$ cat src/rtl/e1_q_pkg.sv
// Shared definitions for the E1 fixed-point adder family: default word format,
// the accumulation sequencer state encoding and the signed-add overflow rule.
package e1_q_pkg;

  localparam int E1_N = 64;
  localparam int E1_Q = 49;

  typedef enum logic [2:0] {
    S_IDLE  = 3'd0,
    S_FIRST = 3'd1,
    S_FETCH = 3'd2,
    S_ISSUE = 3'd3,
    S_WAIT  = 3'd4,
    S_DONE  = 3'd5
  } qacc_state_t;

  // Takes the sign bits of operand a, operand b and result c: overflow when the
  // operands agree in sign and the result does not.
  function automatic logic q_add_ovf(input logic a, input logic b, input logic c);
    return (a == b) && (c != a);
  endfunction

endpackage

$ cat src/rtl/e1_qacc_seq_if.sv
// Bundle of the sequencer's sample stream, adder handshake and result signals.
// Valid/ready: a sample moves on every rising clk where in_valid & in_ready.
interface e1_qacc_seq_if
  import e1_q_pkg::*;
#(
  parameter int N  = E1_N,
  parameter int LW = 16
);
  logic              start;
  logic [LW-1:0]     len;
  logic [N-1:0]      in_data;
  logic              in_valid;
  logic              in_ready;
  logic [N-1:0]      add_a;
  logic              add_a_en;
  logic [N-1:0]      add_b;
  logic              add_b_en;
  logic [N-1:0]      add_c;
  logic              add_c_valid;
  logic [N-1:0]      sum;
  logic              sum_valid;
  logic              ovf;
  logic              tmo_err;
  logic              busy;
  qacc_state_t       state;

  modport master (
    output start, len, in_data, in_valid, add_c, add_c_valid,
    input  in_ready, add_a, add_a_en, add_b, add_b_en,
    input  sum, sum_valid, ovf, tmo_err, busy, state
  );

  modport slave (
    input  start, len, in_data, in_valid, add_c, add_c_valid,
    output in_ready, add_a, add_a_en, add_b, add_b_en,
    output sum, sum_valid, ovf, tmo_err, busy, state
  );
endinterface

$ cat src/rtl/e1_qacc_seq.sv
// Batch accumulation sequencer: sums len fixed-point samples through an external
// adder with a strobe/valid handshake, one request outstanding at a time.
module e1_qacc_seq
  import e1_q_pkg::*;
#(
  parameter int N   = E1_N,
  parameter int Q   = E1_Q,
  parameter int LW  = 16,
  parameter int TMO = 255
) (
  input logic          clk,
  input logic          rst,
  e1_qacc_seq_if.slave bus
);

  localparam int CW = $clog2(TMO + 1);

  if (Q < 0 || Q >= N) begin : g_bad_q
    $error("e1_qacc_seq: Q must lie in [0, N)");
  end
  if (TMO < 1) begin : g_bad_tmo
    $error("e1_qacc_seq: TMO must be at least 1");
  end

  qacc_state_t   r_state;
  logic [N-1:0]  r_acc;
  logic [N-1:0]  r_samp;
  logic [LW-1:0] r_rem;
  logic          r_ovf;
  logic [CW-1:0] r_tmo_cnt;
  logic [N-1:0]  r_add_a;
  logic [N-1:0]  r_add_b;
  logic [N-1:0]  r_sum;
  logic          r_sum_ovf;

  logic w_in_ready;
  logic w_hs;
  logic w_ovf_next;
  logic w_tmo_hit;

  assign w_in_ready = (r_state == S_FIRST) || (r_state == S_FETCH);
  assign w_hs       = bus.in_valid & w_in_ready;
  assign w_ovf_next = r_ovf | q_add_ovf(r_acc[N-1], r_samp[N-1], bus.add_c[N-1]);
  // A result arriving in the deadline cycle wins over the timeout.
  assign w_tmo_hit  = (r_state == S_WAIT) && !bus.add_c_valid && (r_tmo_cnt == CW'(TMO));

  always_ff @(posedge clk or posedge rst) begin
    if (rst) begin
      r_state   <= S_IDLE;
      r_acc     <= '0;
      r_samp    <= '0;
      r_rem     <= '0;
      r_ovf     <= 1'b0;
      r_tmo_cnt <= '0;
      r_add_a   <= '0;
      r_add_b   <= '0;
      r_sum     <= '0;
      r_sum_ovf <= 1'b0;
    end else begin
      case (r_state)
        S_IDLE: begin
          if (bus.start) begin
            r_rem <= bus.len;
            r_acc <= '0;
            r_ovf <= 1'b0;
            if (bus.len == '0) begin
              r_sum     <= '0;
              r_sum_ovf <= 1'b0;
              r_state   <= S_DONE;
            end else begin
              r_state <= S_FIRST;
            end
          end
        end
        S_FIRST: begin
          if (w_hs) begin
            r_acc <= bus.in_data;
            r_rem <= r_rem - LW'(1);
            if (r_rem == LW'(1)) begin
              r_sum     <= bus.in_data;
              r_sum_ovf <= r_ovf;
              r_state   <= S_DONE;
            end else begin
              r_state <= S_FETCH;
            end
          end
        end
        S_FETCH: begin
          // Operand registers load here so they are stable for the whole strobe
          // cycle and keep their value until the next request.
          if (w_hs) begin
            r_samp  <= bus.in_data;
            r_add_a <= r_acc;
            r_add_b <= bus.in_data;
            r_state <= S_ISSUE;
          end
        end
        S_ISSUE: begin
          r_tmo_cnt <= '0;
          r_state   <= S_WAIT;
        end
        S_WAIT: begin
          if (bus.add_c_valid) begin
            r_acc <= bus.add_c;
            r_ovf <= w_ovf_next;
            r_rem <= r_rem - LW'(1);
            if (r_rem == LW'(1)) begin
              r_sum     <= bus.add_c;
              r_sum_ovf <= w_ovf_next;
              r_state   <= S_DONE;
            end else begin
              r_state <= S_FETCH;
            end
          end else if (w_tmo_hit) begin
            r_state <= S_IDLE;
          end else begin
            r_tmo_cnt <= r_tmo_cnt + CW'(1);
          end
        end
        S_DONE: begin
          r_state <= S_IDLE;
        end
        default: begin
          r_state <= S_IDLE;
        end
      endcase
    end
  end

  assign bus.in_ready  = w_in_ready;
  assign bus.add_a     = r_add_a;
  assign bus.add_b     = r_add_b;
  assign bus.add_a_en  = (r_state == S_ISSUE);
  assign bus.add_b_en  = (r_state == S_ISSUE);
  assign bus.sum       = r_sum;
  assign bus.ovf       = r_sum_ovf;
  assign bus.sum_valid = (r_state == S_DONE);
  assign bus.tmo_err   = w_tmo_hit;
  assign bus.busy      = (r_state != S_IDLE);
  assign bus.state     = r_state;

endmodule

$ cat src/flat_wrapper.sv
// flat-port wrapper written by rule: the top's interface ports become plain ports
module e1_qacc_seq_flat import e1_q_pkg::*;
#(
  parameter int N   = E1_N,
  parameter int Q   = E1_Q,
  parameter int LW  = 16,
  parameter int TMO = 255
)
  (clk, rst, bus_start, bus_len, bus_in_data, bus_in_valid, bus_add_c, bus_add_c_valid, bus_in_ready, bus_add_a, bus_add_a_en, bus_add_b, bus_add_b_en, bus_sum, bus_sum_valid, bus_ovf, bus_tmo_err, bus_busy, bus_state);
  e1_qacc_seq_if #(.N(N), .LW(LW)) bus_i ();
  input logic clk;
  input logic rst;
  input wire logic [$bits(bus_i.start)-1:0] bus_start;
  input wire logic [$bits(bus_i.len)-1:0] bus_len;
  input wire logic [$bits(bus_i.in_data)-1:0] bus_in_data;
  input wire logic [$bits(bus_i.in_valid)-1:0] bus_in_valid;
  input wire logic [$bits(bus_i.add_c)-1:0] bus_add_c;
  input wire logic [$bits(bus_i.add_c_valid)-1:0] bus_add_c_valid;
  output wire logic [$bits(bus_i.in_ready)-1:0] bus_in_ready;
  output wire logic [$bits(bus_i.add_a)-1:0] bus_add_a;
  output wire logic [$bits(bus_i.add_a_en)-1:0] bus_add_a_en;
  output wire logic [$bits(bus_i.add_b)-1:0] bus_add_b;
  output wire logic [$bits(bus_i.add_b_en)-1:0] bus_add_b_en;
  output wire logic [$bits(bus_i.sum)-1:0] bus_sum;
  output wire logic [$bits(bus_i.sum_valid)-1:0] bus_sum_valid;
  output wire logic [$bits(bus_i.ovf)-1:0] bus_ovf;
  output wire logic [$bits(bus_i.tmo_err)-1:0] bus_tmo_err;
  output wire logic [$bits(bus_i.busy)-1:0] bus_busy;
  output wire logic [$bits(bus_i.state)-1:0] bus_state;
  assign bus_i.start = bus_start;
  assign bus_i.len = bus_len;
  assign bus_i.in_data = bus_in_data;
  assign bus_i.in_valid = bus_in_valid;
  assign bus_i.add_c = bus_add_c;
  assign bus_i.add_c_valid = bus_add_c_valid;
  assign bus_in_ready = bus_i.in_ready;
  assign bus_add_a = bus_i.add_a;
  assign bus_add_a_en = bus_i.add_a_en;
  assign bus_add_b = bus_i.add_b;
  assign bus_add_b_en = bus_i.add_b_en;
  assign bus_sum = bus_i.sum;
  assign bus_sum_valid = bus_i.sum_valid;
  assign bus_ovf = bus_i.ovf;
  assign bus_tmo_err = bus_i.tmo_err;
  assign bus_busy = bus_i.busy;
  assign bus_state = bus_i.state;
  e1_qacc_seq #(.N(N), .Q(Q), .LW(LW), .TMO(TMO)) u_core (.clk(clk), .rst(rst), .bus(bus_i));
endmodule
$ cat config.mk
export PLATFORM = sky130hd
export DESIGN_NAME = e1_qacc_seq_flat
export DESIGN_NICKNAME = d
export VERILOG_FILES = /design/src/rtl/e1_q_pkg.sv /design/src/rtl/e1_qacc_seq_if.sv /design/src/rtl/e1_qacc_seq.sv /design/src/flat_wrapper.sv
export SDC_FILE = /design/constraint.sdc
export NUM_CORES = 1
export LEC_CHECK = 0
export CAP_MARGIN = 40
export CORE_ASPECT_RATIO = 1.1
export CORE_MARGIN = 3
export CORE_UTILIZATION = 30
export CTS_BUF_LIST = sky130_fd_sc_hd__clkbuf_2 sky130_fd_sc_hd__clkbuf_4 sky130_fd_sc_hd__clkbuf_8
export CTS_CLUSTER_SIZE = 14
export DETAILED_ROUTE_END_ITERATION = 12
export SYNTH_ARGS = -nofsm -noshare
export SYNTH_HDL_FRONTEND = slang
export SYNTH_SLANG_ARGS = --single-unit
$ cat constraint.sdc
create_clock -name clk -period 7.9 [get_ports clk]
set_input_delay 0.79 -clock clk [delete_from_list [all_inputs] [get_ports clk]]
set_output_delay 0.79 -clock clk [all_outputs]
set_load 0.02 [all_outputs]
==> impl_results.md, run 1 <==
- Status: finished, final reports clean
- Post-CTS Repair Setup Buffers: 0
- Sw Ratio: between 30% and 40%
- Final setup violation count: 0
- Clk slew on worst S/H paths: 50 ps
- Ranking of synthesized cells by area: dfrtp_1, mux2_2, mux2_4
- Vias in the first global route: 9556
- Final wirelength: 35.8 mm
- Critical path data required time: 8380 ps
- Drt first pass iters: 4
- CP Data Arrival Time: 4390 ps
- Period utilisation layout: 49.4%
- Combinational share of power: 46.3%
- Count of final hold-check violations: 0
- Mux contribution to synthesized area: a little under a fifth
- Initial antenna violation count: 0
- CTS Hold Bufs: 0
- PortBufs: 350
- DR WL/cell: 19.5 um
- Overall routing resource usage: 16.4%
- Num Clock Sinks: roughly 290
- Commonest non-fill, non-tap cell in the layout: clkdlybuf4s50_1
- Placer congestion estimate: between 0.8 and 0.9
- Root Buffer: clkbuf_8
- Final Net Count: 1447
- Chip width: between 150 and 200 um
- H-tree Lvls: 2
- Top cell type's share of synthesized area: 58.5%
- Clk_lat worst skew: 620 ps
- Mapped Nets: 1097
- Residual DRC: 0
- Layout Skew: 38.7 ps
- Layout cells sized above 1: 24.4%
- Seq cells post-synth: 285
- Lkg Pwr: 7.34 nW
- Synth Cell Area: 12200 um2
- Core Region: 39700 um2
- GRT overflow: 0
- Die area: between 40000 and 50000 um2
- Adder-Cell Fraction of Synth Area: 0.308%
- Fin crit period: 3900 ps
- Unrepaired setup endpoints after global routing: no
- Setup crit end kind: flop
- Setup_tns: 0 ps
- Area grow syn2layout: 42.0%
- Flop pwr share: approximately 34%
- Psw: 2.84 mW
- First-pass GRT wire length: 55.4 mm
- Ant diodes: 0
- Post-synth ARST share: 100%
- Power per cell area: 430 nW/um2
- Slew margin rel.: 39.7%
- Syn. warnings: 0
- Crit path max fanout: 37
- Die height: 217 um
- Largest net degree at the start of global routing: 152
- Biggest area consumer among synthesized cells: dfrtp_1
- Pins Over Slew Limit: 0
- Rows: 76
- Number of vias per cell: a little under 5
- Antenna Nets Post-Route: 0
- Post-CTS sizing: 0
- Clock share of power: 20.1%
- Cell Int Power: about 4.6 mW
- Via count: 8901
- Clk buf depth: 3
- Slew @ Worst Pin: 904 ps
- Distinct cells, synth: between 50 and 60
- CTS tree: built
- CTS Buf Count: 50
- Io pins: 351
- Compound-gate portion of the synthesized area: 12.0%
- Synth Flop Type: dfrtp_1
- Simple logic cell fraction of the synthesized area: 6.18%
- Power, Total: 7.44 mW
- Initial core utilization: 30.7%
- Post-synthesis sequential area ratio: between 50% and 60%
- HP Class: flop to flop
- Post-Syn Area per Cell: 12.9 um2
- Startpoint types: input port
- Hpwl dp: 24.6 mm
- Crit path kind: input port to flop
- Commonest non-fill, non-tap cells in the layout: clkdlybuf4s50_1, dfrtp_1, mux2_2
- Largest family of logic cells by synthesized area: multiplexers
- FMAX: 256 MHz
- EDFF count, synth: 0
- Max Cap Viol: 0
- Xor/xnor share of the synthesized area: 0.637%
- Initial DRC count: 324
- Cells after Synth: ~950
- IR drop worst, VDD: approximately 240 uV
==> area by class of cell <==
type	instances	area, um2
clock buffers	75	957
clock inverters	11	143
fillers	3700	22400
inverters	18	71.3
multi-input cells	574	4650
flip-flops and latches	285	7130
well taps	507	634
repair buffers	366	3710
==> path summary, 6_finish.rpt <==
check | start | to | slack, ps | depth (start not counted)
min in group asynchronous | rst | u_core.bus.add_b[38] | 790 | 3
worst max-delay path | bus_len[10] | u_core.bus.sum[55] | 4000 | 8
worst min-delay path | u_core.r_acc[52] | u_core.r_acc[52] | 470 | 2
worst min register to register | u_core.r_acc[52] | u_core.r_acc[52] | 470 | 2
max in group asynchronous | rst | u_core.r_acc[5] | 5820 | 4
worst max register to register | u_core.bus.state[2] | u_core.bus.sum[55] | 4370 | 7
==> metrics by stage <==
stage	hold slack (ps)	util, %	cell area, um2	std cells	setup WS (ps)
6_report	471	43.6	17300	1836	4000
5_1_grt	499	43.6	17300	1836	3910
4_1_cts	477	43.6	17300	1836	3980
3_5_place_dp	464	40.9	16200	1750	3350
3_3_place_gp	457	40.6	16100	1745	3390
2_1_floorplan	444	-	12200	945	3330
==> power groups by stage <==
stage          clock network (mW)  registers, mW  logic, mW
3_5_place_dp                    0           2.52       3.50
4_1_cts                      1.56           2.51       3.51
2_1_floorplan                   0           2.97       1.50
5_1_grt                      1.61           2.60       3.71
3_3_place_gp                    0           2.49       3.44
6_report                     1.49           2.50       3.45
==> critical path: stages <==
cell and delay (ps):
clkdlybuf4s50_1 440, nor4_1 320, nand4_1 350, a211oi_4 340, buf_4 430, and2_4 610, buf_4 640, mux2_2 400
==> per-layer routing <==
layer,vias up,global-route usage [%],wire (um)
met4,0,6.25,1010
met1,4413,19.9,14700
met3,67,5.87,3140
met2,294,26.7,17000
met5,-,0,0
li1,4127,-,-
==> logic make-up after synthesis <==
family	Yosys count
buf+inv	86
flops	285
mux	196
xor+xnor	8
compound gates	220
fa+ha+maj	3
simple gates	147
==> state kept, by name, indices dropped and copies added (netlist names) <==
register / count
u_core.r_acc: 64
u_core.bus.sum: 64
u_core.r_rem: 16
u_core.bus.ovf: 1
u_core.bus.add_b: 64
u_core.bus.add_a: 64
u_core.r_ovf: 1
u_core.bus.state: 3
u_core.r_tmo_cnt: 8
==> Yosys cell counts, types with 2 or more instances <==
cell type,n
a211oi_1,2
a21oi_1,52
a21oi_2,18
a22o_1,31
a22oi_1,38
a31oi_1,5
and2_1,2
and3b_1,2
buf_1,2
buf_2,34
buf_4,5
buf_6,2
buf_8,4
clkbuf_1,21
dfrtp_1,285
ha_1,3
inv_1,18
mux2_2,162
mux2_4,22
mux2i_1,12
nand2_1,58
nand2b_1,2
nand3_1,6
nand3b_1,3
nand4_1,6
nor2_1,27
nor3_1,11
nor3_2,2
nor3b_1,2
nor4_1,9
o211ai_1,3
o21a_1,2
o21ai_0,49
o21ai_1,3
o22a_1,2
o22ai_1,5
o2bb2ai_1,4
or2_1,2
or3_1,5
xnor2_1,5
xor2_1,2
Power figures use the tool's default switching activity.
==> inputs of run 2 (changes only) <==
Clock period 7.9 ns to 3.4 ns, I/O delays scaled along.
==> run 2 against run 1 <==
Against the previous run:
- utilization grew 0.27 points
- non-clock buffer count grew 8
- combinational power grew 130%
- clock-buffer cell count grew 4
- routed wire length grew 0.87%
- first-iteration DRC count shrank 4.9%
- final area grew 0.61%
- critical path type is now flop to output pin
- global-route usage grew 0.24 points
- critical path depth shrank 6
- hold slack lost 290 ps
- highest routed layer unchanged
==> impl_results.md, run 2 (synthesis gave the netlist of run 1 again) <==
- Worst Setup SP: u_core.bus.state[1]
- Crit path capture: bus_add_a_en
- Slew margin rel.: between 50% and 60%
- Worst-case reg-to-reg path depth: 5
- Count of final hold-check violations: 0
- Filler Cells Inserted: about 3700
- Core Region: 39700 um2
- Vias in the first global route: 9703
- Stages on the worst setup path: 2
- Largest net degree at the start of global routing: 68
- Layout Skew: 25.1 ps
- Antenna Nets Post-Route: 0
- CTS tree: built
- Crit path buffers/inverters: 1
- Placer congestion estimate: 0.815
- Cell Int Power: 10.7 mW
- IR drop worst, VDD: 506 uV
- Initial DRC count: 308
- Flop pwr share: 33.5%
- DR WL/cell: 19.5 um
- Max stage delay cell, worst path: dfrtp_1
- CTS Buf Count: 50
- Setup crit end kind: output pin
- Final setup violation count: 0
- Final Cell Area: 17400 um2
- Lkg Pwr: 7.40 nW
- Number of vias per cell: 4.83
- Reg2reg end: u_core.r_acc[36]
- Pins Over Slew Limit: 0
- Clk slew on worst S/H paths: about 60 ps
- Commonest non-fill, non-tap cell in the layout: clkdlybuf4s50_1
- Rows: 76
- Startpoint types: flop
- Reg-to-Reg Start: u_core.bus.state[2]
- Layout cells sized above 1: 25.1%
- Overall routing resource usage: roughly 17%
- Residual DRC: 0
- Fin crit period: between 3000 and 4000 ps
- Combinational share of power: 46.6%
- Io pins: 351
- Post-CTS Repair Setup Buffers: 0
- Final Net Count: 1455
- FMAX: 327 MHz
- Power, Total: 17.4 mW
- Die area: roughly 43000 um2
- HP Class: input port to async pin
- Worst hold slack: 181 ps
- GRT overflow: 0
- Psw: 6.64 mW
- Worst R2R Setup Slack: approximately 1100 ps
- Initial antenna violation count: 0
- Power per cell area: 997 nW/um2
- Crit-path leading delay family: flip-flops
- Placed Area: ~16000 um2
- Root Buffer: clkbuf_8
- Unrepaired setup endpoints after global routing: no
- Status: finished, final reports clean
- CTS Hold Bufs: 0
- Chip width: 198 um
- Critical path data required time: a little over 3000 ps
- Num Clock Sinks: 285
- Hpwl dp: ~25 mm
- Clk buf depth: 3
- H-tree Lvls: 2
- Max stage delay on crit path: 800 ps
- Die height: ~220 um
- Crit path kind: flop to output pin
- Post-CTS sizing: 0
- Clk_lat worst skew: 610 ps
- Area grow syn2layout: 42.8%
- Via count: 8923
- Initial core utilization: 30.7%
- Clock share of power: 20.0%
- Slew @ Worst Pin: about 710 ps
- Sw Ratio: 38.3%
- Max Cap Viol: 0
- Critical path, cell by cell: and3b_1 > clkdlybuf4s50_1
- Final wirelength: 36.1 mm
- Drt first pass iters: 4
- First-pass GRT wire length: about 56 mm
- CP Data Arrival Time: 2720 ps
- Ant diodes: 0
- Period utilisation layout: 90.0%
- Commonest non-fill, non-tap cells in the layout: clkdlybuf4s50_1, dfrtp_1, mux2_2
- PortBufs: 350
- Crit path max fanout: 16
-- run 2: cell types whose count changed in the layout (fill, tap and decap cells not counted), moves of 2 or more --
| cell | before | now |
|---|---|---|
| buf_12 | 3 | 9 |
| buf_4 | 10 | 14 |
| clkbuf_4 | 12 | 15 |
| buf_16 | 2 | 0 |
| clkinv_2 | 5 | 7 |
| inv_6 | 0 | 2 |
-- run 2: how the worst min path moves through the flow --
stage	depth (start not counted)	end
floorplan	2	u_core.r_acc[11]
global placement	2	u_core.r_acc[43]
detailed placement	2	u_core.r_acc[45]
CTS	2	u_core.bus.add_b[33]
global route	2	u_core.bus.add_b[33]
finish	2	u_core.bus.add_b[33]
-- run 2: per-layer routing --
layer	track usage, %	vias to the layer above	routed length (um)
met5	0	-	0
li1	-	4137	-
met4	4.46	0	672
met2	26.8	286	16800
met3	6.75	53	3400
met1	20.7	4447	15200
-- run 2: worst reg2reg max path: stages (launching register included) --
cell,delay [ps]
dfrtp_1,650
mux2i_1,250
o21a_1,260
or2_4,610
buf_12,280
o21ai_0,130
-- run 2: power by group through the flow --
stage / Clock [mW] / Sequential (mW) / Combinational (mW)
after floorplan: 0 / 6.91 / 3.49
after global placement: 0 / 5.79 / 8.10
after detailed placement: 0 / 5.86 / 8.18
after CTS: 3.60 / 5.82 / 8.21
after global routing: 3.76 / 6.04 / 8.68
final: 3.47 / 5.81 / 8.08
-- run 2: layout make-up --
| cell class | count | area (um2) | share of cell area (%) |
|---|---|---|---|
| clock inverter | 12 | 120 | 0.690 |
| clock buffer | 79 | 993 | 5.71 |
| tap | 507 | 634 | 3.64 |
| inverter | 18 | 71.3 | 0.410 |
| sequential | 285 | 7130 | 41.0 |
| multi-input combinational | 574 | 4650 | 26.7 |
| timing repair buffer | 374 | 3800 | 21.8 |
-- run 2: through the flow --
stage,TNS [ps],std cells,setup WS (ps),util (%)
6_report,0,1849,341,43.9
3_3_place_gp,0,1757,689,41.1
3_5_place_dp,0,1758,656,41.1
4_1_cts,0,1849,253,43.9
2_1_floorplan,-204420,945,-717,-
5_1_grt,0,1849,154,43.9
